File: config.mk
export PLATFORM = sky130hd
export DESIGN_NAME = debug_frame_tx_flat
export DESIGN_NICKNAME = d
export VERILOG_FILES = /design/src/rtl/debug_frame_pkg.sv /design/src/rtl/debug_frame_tx_if.sv /design/src/rtl/uart_tx_byte.sv /design/src/rtl/debug_frame_tx.sv /design/src/flat_wrapper.sv
export SDC_FILE = /design/constraint.sdc
export NUM_CORES = 1
export LEC_CHECK = 0
export BUFFER_PORTS_ARGS = -buffer_cell sky130_fd_sc_hd__buf_2
export CAP_MARGIN = 0
export CORE_AREA = 10 10 155 128
export CTS_CLUSTER_DIAMETER = 40
export DETAILED_ROUTE_END_ITERATION = 8
export DIE_AREA = 0 0 165 138
export GPL_ROUTABILITY_DRIVEN = 0
export PLACE_DENSITY = 0.76
export RECOVER_POWER = 25
export SLEW_MARGIN = 20
export SYNTH_ARGS = -nofsm -noshare
export SYNTH_HDL_FRONTEND = slang
export SYNTH_SLANG_ARGS = --single-unit
File: constraint.sdc
create_clock -name clk -period 5.75 [get_ports clk]
set_input_delay 1.15 -clock clk [delete_from_list [all_inputs] [get_ports clk]]
set_output_delay 1.15 -clock clk [all_outputs]
set_load 0.05 [all_outputs]
File: src/rtl/debug_frame_pkg.sv
// Shared types and constants for the debug UART frame transmitter.
package debug_frame_pkg;

    typedef enum logic [1:0] {
        IDLE,
        SEND,
        CHECKSUM
    } frameState_t;

    typedef enum logic [1:0] {
        START,
        DATA,
        STOP
    } bitState_t;

    localparam logic [7:0] HEADER_BYTE = 8'hA5;

endpackage

File: src/rtl/debug_frame_tx_if.sv
// Request/snapshot and status bundle between the datapath top level and the frame transmitter.
interface debug_frame_tx_if #(
    parameter int unsigned WORD_WIDTH = 32,
    parameter int unsigned NUM_WORDS  = 4,
    parameter int unsigned CNT_WIDTH  = 8
);
    logic                            start;
    logic [NUM_WORDS*WORD_WIDTH-1:0] frame_data;
    logic                            uartTxPin;
    logic                            busy;
    logic                            ledIdle;
    logic                            sentFlag;
    logic [CNT_WIDTH-1:0]            sendCounter;

    modport master (
        output start, frame_data,
        input  uartTxPin, busy, ledIdle, sentFlag, sendCounter
    );

    modport slave (
        input  start, frame_data,
        output uartTxPin, busy, ledIdle, sentFlag, sendCounter
    );
endinterface

File: src/rtl/uart_tx_byte.sv
// 8N1 byte serialiser; done is high during the last stop-bit cycle so the next
// byte can be loaded on the edge that ends it, giving back-to-back bytes.
module uart_tx_byte
    import debug_frame_pkg::*;
#(
    parameter int unsigned CLKS_PER_BIT = 109
) (
    input  logic       clk,
    input  logic       reset,
    input  logic       load,
    input  logic [7:0] data,
    output logic       tx,
    output logic       done,
    output logic       ready
);
    localparam int unsigned BAUD_W = $clog2(CLKS_PER_BIT);
    localparam logic [BAUD_W-1:0] BAUD_LAST = BAUD_W'(CLKS_PER_BIT - 1);
    localparam logic [BAUD_W-1:0] BAUD_WARN = BAUD_W'(CLKS_PER_BIT - 2);

    if (CLKS_PER_BIT < 2) begin : gBadBaud
        $error("uart_tx_byte: CLKS_PER_BIT must be at least 2");
    end

    bitState_t         bitState;
    logic [BAUD_W-1:0] baudCnt;
    logic [2:0]        bitIdx;
    logic [7:0]        shiftReg;

    always_ff @(posedge clk or posedge reset) begin
        if (reset) begin
            tx       <= 1'b1;
            done     <= 1'b0;
            ready    <= 1'b1;
            bitState <= START;
            baudCnt  <= '0;
            bitIdx   <= '0;
            shiftReg <= '0;
        end else begin
            done <= 1'b0;
            if (load) begin
                tx       <= 1'b0;
                shiftReg <= data;
                bitState <= START;
                baudCnt  <= '0;
                bitIdx   <= '0;
                ready    <= 1'b0;
            end else if (!ready) begin
                baudCnt <= (baudCnt == BAUD_LAST) ? '0 : baudCnt + 1'b1;
                case (bitState)
                    START: begin
                        if (baudCnt == BAUD_LAST) begin
                            bitState <= DATA;
                            tx       <= shiftReg[0];
                            shiftReg <= shiftReg >> 1;
                        end
                    end
                    DATA: begin
                        if (baudCnt == BAUD_LAST) begin
                            if (bitIdx == 3'd7) begin
                                bitState <= STOP;
                                tx       <= 1'b1;
                            end else begin
                                bitIdx   <= bitIdx + 1'b1;
                                tx       <= shiftReg[0];
                                shiftReg <= shiftReg >> 1;
                            end
                        end
                    end
                    STOP: begin
                        // Raise done one cycle early so it coincides with the final stop-bit cycle.
                        if (baudCnt == BAUD_WARN) begin
                            done <= 1'b1;
                        end
                        if (baudCnt == BAUD_LAST) begin
                            ready <= 1'b1;
                        end
                    end
                    default: bitState <= START;
                endcase
            end
        end
    end

endmodule

File: src/rtl/debug_frame_tx.sv
// Debug frame transmitter: snapshots frame_data on start and sends
// header, payload (LSB first per word) and XOR checksum as one 8N1 stream.
module debug_frame_tx
    import debug_frame_pkg::*;
#(
    parameter int unsigned WORD_WIDTH   = 32,
    parameter int unsigned NUM_WORDS    = 4,
    parameter int unsigned CLKS_PER_BIT = 109,
    parameter int unsigned CNT_WIDTH    = 8
) (
    input  logic             clk,
    input  logic             reset,
    debug_frame_tx_if.slave  bus
);
    localparam int unsigned FRAME_BITS    = NUM_WORDS * WORD_WIDTH;
    localparam int unsigned PAYLOAD_BYTES = FRAME_BITS / 8;
    localparam int unsigned FRAME_BYTES   = PAYLOAD_BYTES + 2;
    localparam logic [CNT_WIDTH-1:0] LAST_PAYLOAD_CNT = CNT_WIDTH'(PAYLOAD_BYTES);

    if (WORD_WIDTH % 8 != 0) begin : gBadWordWidth
        $error("debug_frame_tx: WORD_WIDTH must be a multiple of 8");
    end
    if (FRAME_BYTES > (1 << CNT_WIDTH) - 1) begin : gBadCntWidth
        $error("debug_frame_tx: CNT_WIDTH too small for frame length");
    end

    frameState_t            state;
    logic [FRAME_BITS-1:0]  shadow;
    logic [7:0]             checksum;
    logic [CNT_WIDTH-1:0]   byteCount;
    logic                   busyReg;
    logic                   sentReg;
    logic [7:0]             payloadByte;
    logic [7:0]             uartData;
    logic                   uartLoad;
    logic                   uartDone;
    logic                   uartReady;
    logic                   txLine;

    // Byte select: byteCount bytes are complete, so the next payload byte is payload[byteCount].
    always_comb begin
        uartLoad    = 1'b0;
        uartData    = HEADER_BYTE;
        payloadByte = 8'(shadow >> {byteCount, 3'b000});
        case (state)
            IDLE: begin
                if (bus.start && uartReady) begin
                    uartLoad = 1'b1;
                end
            end
            SEND: begin
                if (uartDone) begin
                    uartLoad = 1'b1;
                    uartData = (byteCount == LAST_PAYLOAD_CNT) ? checksum : payloadByte;
                end
            end
            default: ;
        endcase
    end

    always_ff @(posedge clk or posedge reset) begin
        if (reset) begin
            state     <= IDLE;
            shadow    <= '0;
            checksum  <= '0;
            byteCount <= '0;
            busyReg   <= 1'b0;
            sentReg   <= 1'b0;
        end else begin
            sentReg <= 1'b0;
            case (state)
                IDLE: begin
                    if (bus.start && uartReady) begin
                        state     <= SEND;
                        busyReg   <= 1'b1;
                        shadow    <= bus.frame_data;
                        byteCount <= '0;
                        checksum  <= '0;
                    end
                end
                SEND: begin
                    if (uartDone) begin
                        byteCount <= byteCount + 1'b1;
                        if (byteCount == LAST_PAYLOAD_CNT) begin
                            state <= CHECKSUM;
                        end else begin
                            checksum <= checksum ^ payloadByte;
                        end
                    end
                end
                CHECKSUM: begin
                    if (uartDone) begin
                        byteCount <= byteCount + 1'b1;
                        state     <= IDLE;
                        busyReg   <= 1'b0;
                        sentReg   <= 1'b1;
                    end
                end
                default: state <= IDLE;
            endcase
        end
    end

    uart_tx_byte #(
        .CLKS_PER_BIT(CLKS_PER_BIT)
    ) uTxByte (
        .clk   (clk),
        .reset (reset),
        .load  (uartLoad),
        .data  (uartData),
        .tx    (txLine),
        .done  (uartDone),
        .ready (uartReady)
    );

    assign bus.uartTxPin   = txLine;
    assign bus.busy        = busyReg;
    assign bus.ledIdle     = ~busyReg;
    assign bus.sentFlag    = sentReg;
    assign bus.sendCounter = byteCount;

endmodule

File: src/flat_wrapper.sv
// flat-port wrapper written by rule: the top's interface ports become plain ports
module debug_frame_tx_flat import debug_frame_pkg::*;
#(
    parameter int unsigned WORD_WIDTH   = 32,
    parameter int unsigned NUM_WORDS    = 4,
    parameter int unsigned CLKS_PER_BIT = 109,
    parameter int unsigned CNT_WIDTH    = 8
)
  (clk, reset, bus_start, bus_frame_data, bus_uartTxPin, bus_busy, bus_ledIdle, bus_sentFlag, bus_sendCounter);
  debug_frame_tx_if #(.WORD_WIDTH(WORD_WIDTH), .NUM_WORDS(NUM_WORDS), .CNT_WIDTH(CNT_WIDTH)) bus_i ();
  input  logic clk;
  input  logic reset;
  input wire logic [$bits(bus_i.start)-1:0] bus_start;
  input wire logic [$bits(bus_i.frame_data)-1:0] bus_frame_data;
  output wire logic [$bits(bus_i.uartTxPin)-1:0] bus_uartTxPin;
  output wire logic [$bits(bus_i.busy)-1:0] bus_busy;
  output wire logic [$bits(bus_i.ledIdle)-1:0] bus_ledIdle;
  output wire logic [$bits(bus_i.sentFlag)-1:0] bus_sentFlag;
  output wire logic [$bits(bus_i.sendCounter)-1:0] bus_sendCounter;
  assign bus_i.start = bus_start;
  assign bus_i.frame_data = bus_frame_data;
  assign bus_uartTxPin = bus_i.uartTxPin;
  assign bus_busy = bus_i.busy;
  assign bus_ledIdle = bus_i.ledIdle;
  assign bus_sentFlag = bus_i.sentFlag;
  assign bus_sendCounter = bus_i.sendCounter;
  debug_frame_tx #(.WORD_WIDTH(WORD_WIDTH), .NUM_WORDS(NUM_WORDS), .CLKS_PER_BIT(CLKS_PER_BIT), .CNT_WIDTH(CNT_WIDTH)) u_core (.clk(clk), .reset(reset), .bus(bus_i));
endmodule
Word-level counts from Yosys, hierarchy flattened
Cells that the tools add are included.
{"block": "word_totals", "ff_bits": 171, "in_bits": 131, "word_cells": 114}
{"block": "op_classes", "add_sub_neg": 3, "eq_ne": 21, "shift": 1, "muxes": 55, "bitwise_logic": 2, "n_reduce_logical": 19}
{"op": "$shr A128 B11 Y8", "n": 1}
{"op": "$mux W8", "n": 12}
{"op": "$pmux W8 S2", "n": 3}
{"op": "$mux W7", "n": 3}
{"op": "$mux W1", "n": 18}
{"op": "$mux W2", "n": 9}
{"op": "$reduce_and A4 Y1", "n": 4}
{"op": "$mux W3", "n": 5}
{"op": "$eq A7 B7 Y1 const B", "n": 2}
{"op": "$ne A2 B2 Y1 const B", "n": 6}
{"op": "$ne A3 B3 Y1 const B", "n": 4}
{"op": "$pmux W2 S3", "n": 2}
{"op": "$reduce_and A5 Y1", "n": 2}
{"op": "$reduce_bool A2 Y1", "n": 5}
{"op": "$add A8 B1 Y8 const B", "n": 1}
{"op": "$eq A8 B5 Y1 const B", "n": 1}
{"op": "$xor A8 B8 Y8", "n": 1}
{"op": "$add A7 B1 Y7 const B", "n": 1}
{"op": "$ne A2 B1 Y1 const B", "n": 3}
{"op": "$pmux W1 S2", "n": 3}
{"op": "$reduce_and A3 Y1", "n": 2}
{"op": "$eq A2 B1 Y1 const B", "n": 2}
{"op": "$eq A2 B2 Y1 const B", "n": 2}
{"op": "$logic_not A2 Y1", "n": 2}
{"op": "other kinds (7)", "n": 7}

Depth between registers and ports, before layout
Gate-level depths: netlist of the first run.
{"block": "depth", "depth_word": 6, "depth_mapped": 10, "ltp_nobuf": 7}

Cells and area by module
From an unflattened synthesis of the first run, not the netlist that was laid out.
{"block": "unflattened", "hier_cells": 612, "hier_area_um2": 8394.3}
{"mod": "debug_frame_tx", "instances": 1, "cells_per_inst": 474, "area_each_um2": 6994.2}
{"mod": "uart_tx_byte", "instances": 1, "cells_per_inst": 138, "area_each_um2": 1400.1}

Worst setup path after synthesis of the first run
Ideal clock, no wire load.
{"block": "synth_timing", "kind": "register to register", "startpoint": "register u_core.byteCount[1] (netlist: u_core.bus.sendCounter[1])", "endpoint": "register u_core.state[0]", "t_arrival_ps": 2413, "required_ps": 5622, "path_slack_ps": 3209, "path_stages_with_launch": 11, "cell_sequence": "dfrtp_1 -> buf_6 -> buf_4 -> buf_6 -> inv_1 -> ha_1 -> nand4bb_1 -> nor4_4 -> nand2_1 -> a21oi_1 -> mux2_1"}
{"block": "synth_via", "elab_chain_cells": 3}
{"element": "start: declaration", "line_no": "debug_frame_tx.sv:30", "source": "logic [CNT_WIDTH-1:0] byteCount;"}
{"element": "start signal: assignment", "line_no": "debug_frame_tx.sv:83", "source": "byteCount <= byteCount + 1'b1;"}
{"element": "start signal: assignment", "line_no": "debug_frame_tx.sv:93", "source": "byteCount <= byteCount + 1'b1;"}
{"element": "$eq A8 B5 Y1", "line_no": "debug_frame_tx.sv:84", "source": "if (byteCount == LAST_PAYLOAD_CNT) begin"}
{"element": "$ne A2 B1 Y1 (no source line)"}
{"element": "$reduce_and A4 Y1 (no source line)"}
{"element": "end signal: assignment", "line_no": "debug_frame_tx.sv:85", "source": "state <= CHECKSUM;"}
{"element": "end signal: assignment", "line_no": "debug_frame_tx.sv:94", "source": "state <= IDLE;"}
{"element": "end signal: assignment", "line_no": "debug_frame_tx.sv:99", "source": "default: state <= IDLE;"}
{"element": "end: declaration", "line_no": "debug_frame_tx.sv:27", "source": "frameState_t state;"}
Every way passes these cells.
A chain may end at the register's enable or synchronous reset.

==> out/metrics.cfg, run 1 <==
[run_status]
status=finished with violations
violations=capacitance limit, slew limit

[detailed_routing]
routed_wl_mm=19.2
avgViaCountPerCell=5.49
drt_pass1_iterations=4
postRouteAntennaNets=0
vias=5682
routedWlPerCell_um=18.5
drcViolationCount=0
drtIter0Drc=303

[yosys]
ys_types=61
synth-main-ff-cell=dfrtp_1
ys_async_sr_fraction=1.00
syn-num-nets=808
ys.warnings.count=0
synth_edf_count=0
synth.avg_cell_area_um2=12.6
synth_area_um2=8410
seq_area_frac_synth=0.509
syn_inst=667
yosys_register_bits=171

[clocking]
cts_setup_buffers=0
cts_buffers=17
clkLatencyLatePin_ps=430
cts_sinks=171
post_cts_resize_count=0
cts.clk_slew.worst_paths_ps=70
clockBufferDepth=2
root_buffer=clkbuf_16
cts_tree=built
cts_max_level=4
hold_buffers=0

[setup_path]
arrival_ps=3350
rrSetupSlack_ps=2860
cp-end-kind=async pin
crit_fanout=89
startpoint_type=input port
critPathRequiredTime_ps=5680
crit_type=input port to async pin

[place]
io_buffers=142
hpwl_mm=14.0

[sta]
setup_tns_ps=0
drv_slew=90
finalCriticalPeriod_ps=3420
relSlewSlack=-0.438
hold_viol_final=0
rsz0062_at_grt=false
fin_skew_ps=10.9
max_freq_mhz=292
hold_slack_ps=492
min_period_over_period=0.595
worst_pin_slew_ps=2160
setup_viol=0

[die]
die_w_um=165
fp.dieH_um=138
die_area_um2=22800
coreArea_um2=16900
initial_core_util=0.498
rows=43
ios=143

[global_routing]
grt_pass1_vias=6255
track_usage=0.172
grt_remaining_overflow=0
antenna_found_initial=0
grt_max_degree=90
grt_pass1_wl_mm=31.9

[flow_run]
maxCapViolCount=1

[layout]
final_nets=938
fillCellCount=1440
postLayoutCoreUtil=0.583
area_delta_synth_final_pct=17.1
drive_gt1_frac=0.374
antennaDiodeCount=0
seqCellArea_um2=4280
multiInputGateArea_um2=3910

[hold_path]
min_path_type=flop to flop

[power_and_ir_drop]
power.density_nw_per_um2=246
p_leak_uw=0.00487
vdd_drop_max_mv=0.204

cells by family after synthesis:
kind of cell,synth area share
AND/OR/NAND/NOR,0.0985
flip-flops,0.509
multiplexers,0.265
XOR/XNOR,0.00625
buffers and inverters,0.0274
adder cells (fa/ha/maj),0.0149
AO/OA/AOI/OAI,0.0786
layout make-up:
cell class / count / share of cell area
clock buffer: 20 / 0.0454
multi-input combinational: 449 / 0.397
inverter: 11 / 0.00432
timing repair buffer: 147 / 0.0756
tap: 225 / 0.0286
clock inverter: 12 / 0.0142
sequential: 171 / 0.435
cells in the mapped netlist (10+ instances only):
master,n,area [um^2]
dfrtp_1,169,4230
mux2_2,100,1130
mux2i_1,54,541
mux2_1,38,428
nor2_1,26,97.6
a22oi_1,24,180
nand2_1,24,90.1
a21oi_1,18,90.1
clkbuf_1,17,63.8
nand3_1,17,85.1
nor2b_1,12,75.1
and2_1,11,68.8
ha_1,10,125
inv_1,10,37.5
cells in the final DEF, fill, tap and decap left out, drive strengths merged, types with 5 or more instances in the layout:
master  instances
dfrtp         169
buf           145
mux2          138
mux2i          54
nor2           28
nand2          24
a22oi          24
clkbuf         22
a21oi          18
nand3          17
inv            13
nor2b          12
and2           12
o21ai          11
ha             10
nor3            9
nor4            7
mux4            6
a22o            6
nand4           6
a31o            6
a211oi          5
xor2            5
clkinv          5
power breakdown:
group / leakage (uW) / total [uW] / switching (uW) / internal [uW]
combinational: 0.00224 / 71.2 / 39.2 / 32.0
sequential: 0.00235 / 1200 / 0 / 1200
clock: 0.000283 / 1140 / 487 / 658
per-stage QoR:
step | setup slack, ps | std cells | area [um^2] | total power [uW]
CTS | 2760 | 1035 | 9870 | 2440
floorplan | 2420 | 667 | 8410 | 1240
global placement | 2340 | 1003 | 9280 | 1300
finish | 2330 | 1035 | 9850 | 2420
detailed placement | 2340 | 1003 | 9280 | 1300
global route | 1740 | 1035 | 9850 | 2500
worst max-delay path, stage by stage:
cell	delay (ps)
buf_2	100
clkinvlp_2	440
clkbuf_2	1650
flip-flops by register name (all words and copies together), names as in the netlist, 2 cells and up:
signal / count
u_core.bus.sendCounter: 8
u_core.checksum: 8
u_core.shadow: 128
u_core.state: 2
u_core.uTxByte.baudCnt: 7
u_core.uTxByte.bitIdx: 3
u_core.uTxByte.bitState: 2
u_core.uTxByte.shiftReg: 8
per-layer routing:
layer,track usage,wire [um],vias to the layer above,share of wire
met5,0,0,-,0
met3,0.0478,900,18,0.047
met2,0.278,9430,112,0.49
met1,0.225,8620,2836,0.45
li1,-,-,2716,-
met4,0.0368,245,0,0.013
path summary, 6_finish.rpt:
kind                                   start                         end  cells after the start
max                                    reset   u_core.bus.sendCounter[1]                      3
min reg2reg                u_core.shadow[55]           u_core.shadow[55]                      1
max reg2reg                  u_core.state[1]  u_core.uTxByte.shiftReg[1]                      7
min                        u_core.shadow[55]           u_core.shadow[55]                      1
max in group clk                   bus_start          u_core.shadow[119]                      4
min in group asynchronous              reset   u_core.bus.sendCounter[7]                      2
(Power assumes the default switching activity.)
==> inputs of run 2 (changes only) <==
CORE_AREA = 10 10 147 122   (was 10 10 155 128)
DIE_AREA = 0 0 157 132   (was 0 0 165 138)
PLACE_DENSITY = 0.8   (was 0.76)
clock period = 3.5 ns   (was 5.75 ns; I/O delays follow)
==> out/metrics.cfg, run 2 (synthesized netlist as in run 1, its figures left out) <==
[run_status]
status=finished with violations
violations=capacitance limit, slew limit

[clocking]
hold_buffers=0  ; unchanged
root_buffer=clkbuf_16
post_cts_resize_count=0  ; unchanged
clkLatencyLatePin_ps=440  ; about the same
cts_max_level=4  ; unchanged
cts_buffers=17  ; unchanged
cts_sinks=171  ; unchanged
clockBufferDepth=2  ; unchanged
cts_setup_buffers=0  ; unchanged
cts.clk_slew.worst_paths_ps=60  ; about the same
cts_tree=built

[detailed_routing]
drtIter0Drc=360  ; +19%
drt_pass1_iterations=5  ; +1
drcViolationCount=0  ; unchanged
vias=5896  ; +3.8%
routedWlPerCell_um=20.6  ; +11%
avgViaCountPerCell=5.88  ; +7.2%
routed_wl_mm=20.7  ; +7.8%
postRouteAntennaNets=0  ; unchanged

[layout]
drive_gt1_frac=0.379  ; +0.00477
final_cell_mix=dfrtp_1 (168), buf_2 (142), mux2_2 (100)
top_register=u_core.shadow
fillCellCount=1067  ; -26%
antennaDiodeCount=0  ; unchanged
area_delta_synth_final_pct=17.8
largest_register_ffs=128  ; unchanged
seqCellArea_um2=4280  ; unchanged
final_common_cell=dfrtp_1
final_nets=941  ; +0.32%
multiInputGateArea_um2=3910  ; unchanged
design_area_um2=9900  ; +0.58%

[place]
io_buffers=142  ; unchanged
placed_area_um2=9280  ; about the same
hpwl_mm=15.1  ; +7.9%

[die]
rows=40  ; -7.0%
die_area_um2=20700  ; -9.0%
initial_core_util=0.566  ; +0.0680
ios=143  ; unchanged
die_w_um=157  ; -4.8%
fp.dieH_um=132  ; -4.3%
coreArea_um2=14900  ; -12%

[setup_path]
crit_slowest_cell=clkbuf_2
crit_type=input port to async pin
cpLargestDelayFamily=buffers and inverters
cp-end-kind=async pin
crit_buf_inv=3  ; unchanged
crit_fanout=92  ; +3.4%
max_stage_delay_ps=1610  ; -40 ps
critPathRequiredTime_ps=3410  ; -2270 ps
arrival_ps=2540  ; -810 ps
path_cells=buf_2 > clkinvlp_2 > clkbuf_2
startpoint_type=input port

[global_routing]
grt_max_degree=93  ; +3.3%
grt_pass1_vias=6405  ; +2.4%
grt_pass1_wl_mm=33.3  ; +4.5%
track_usage=0.203  ; +0.0307
antenna_found_initial=0  ; unchanged
grt_remaining_overflow=0  ; unchanged

[sta]
finalCriticalPeriod_ps=2630
drv_slew=172  ; +91%
min_period_over_period=0.751
rsz0062_at_grt=false
setup_tns_ps=0  ; unchanged
worst_pin_slew_ps=2270  ; +110 ps
max_freq_mhz=380
fin_skew_ps=8.67  ; -2.22 ps
relSlewSlack=-0.511  ; -0.0732
setup_viol=0  ; unchanged
hold_slack_ps=136  ; -356 ps
hold_viol_final=0  ; unchanged

[power_and_ir_drop]
p_sw_frac=0.206  ; -0.0120
seqPwrFrac=0.473  ; -0.024
clkPwrFrac=0.499  ; +0.026
power_switching_uw=859  ; +63%
power.density_nw_per_um2=422  ; +72%
p_int_uw=3320  ; +75%
vdd_drop_max_mv=0.422  ; +110%
p_leak_uw=0.00493  ; +1.1%
power.share.combinational=0.028  ; about the same

[hold_path]
min_path_type=input port to async pin

[flow_run]
maxCapViolCount=2  ; +1

## run 2: per-layer routing
layer,wire length (um),global-route usage,up-vias
li1,-,-,2724
met1,8530,0.251,2977
met4,407,0.0639,0
met5,0,0,-
met2,10600,0.333,168
met3,1170,0.0584,27
## run 2: metrics by stage
step                setup slack (ps)  instances  power, uW  utilization
global placement                1040        970       2130        0.624
finish                           872       1002       4180        0.666
CTS                              938       1002       4220        0.669
floorplan                        619        667       2040            -
global route                     393       1002       4320        0.666
detailed placement               957        970       2140        0.624
## run 2: final timing paths
| kind | endpoint | slack [ps] | cells past startpoint | from |
|---|---|---|---|---|
| worst max-delay path | u_core.bus.sendCounter[1] | 870 | 3 | reset |
| worst min register to register | u_core.shadow[26] | 490 | 1 | u_core.shadow[26] |
| worst max register to register | u_core.checksum[0] | 920 | 6 | u_core.bus.sendCounter[1] |
| min in group clk | u_core.shadow[49] | 470 | 2 | bus_frame_data[49] |
| max in group clk | u_core.checksum[0] | 920 | 6 | u_core.bus.sendCounter[1] |
| worst min-delay path | u_core.shadow[2] | 140 | 2 | reset |
## run 2: power by group through the flow
| stage | Clock, uW | Combinational, uW | Sequential (uW) |
|---|---|---|---|
| 2_1_floorplan | 0 | 30.5 | 2010 |
| 3_3_place_gp | 0 | 120 | 2010 |
| 3_5_place_dp | 0 | 125 | 2010 |
| 4_1_cts | 2120 | 125 | 1980 |
| 5_1_grt | 2210 | 131 | 1970 |
| 6_report | 2090 | 116 | 1980 |
## run 2: cell type report
| type | instances | area share |
|---|---|---|
| Sequential cell | 171 | 0.432 |
| Multi-Input combinational cell | 449 | 0.395 |
| Timing Repair Buffer | 150 | 0.0786 |
| Clock buffer | 19 | 0.0447 |
| Tap cell | 189 | 0.0239 |
| Clock inverter | 13 | 0.0215 |
| Inverter | 11 | 0.00430 |
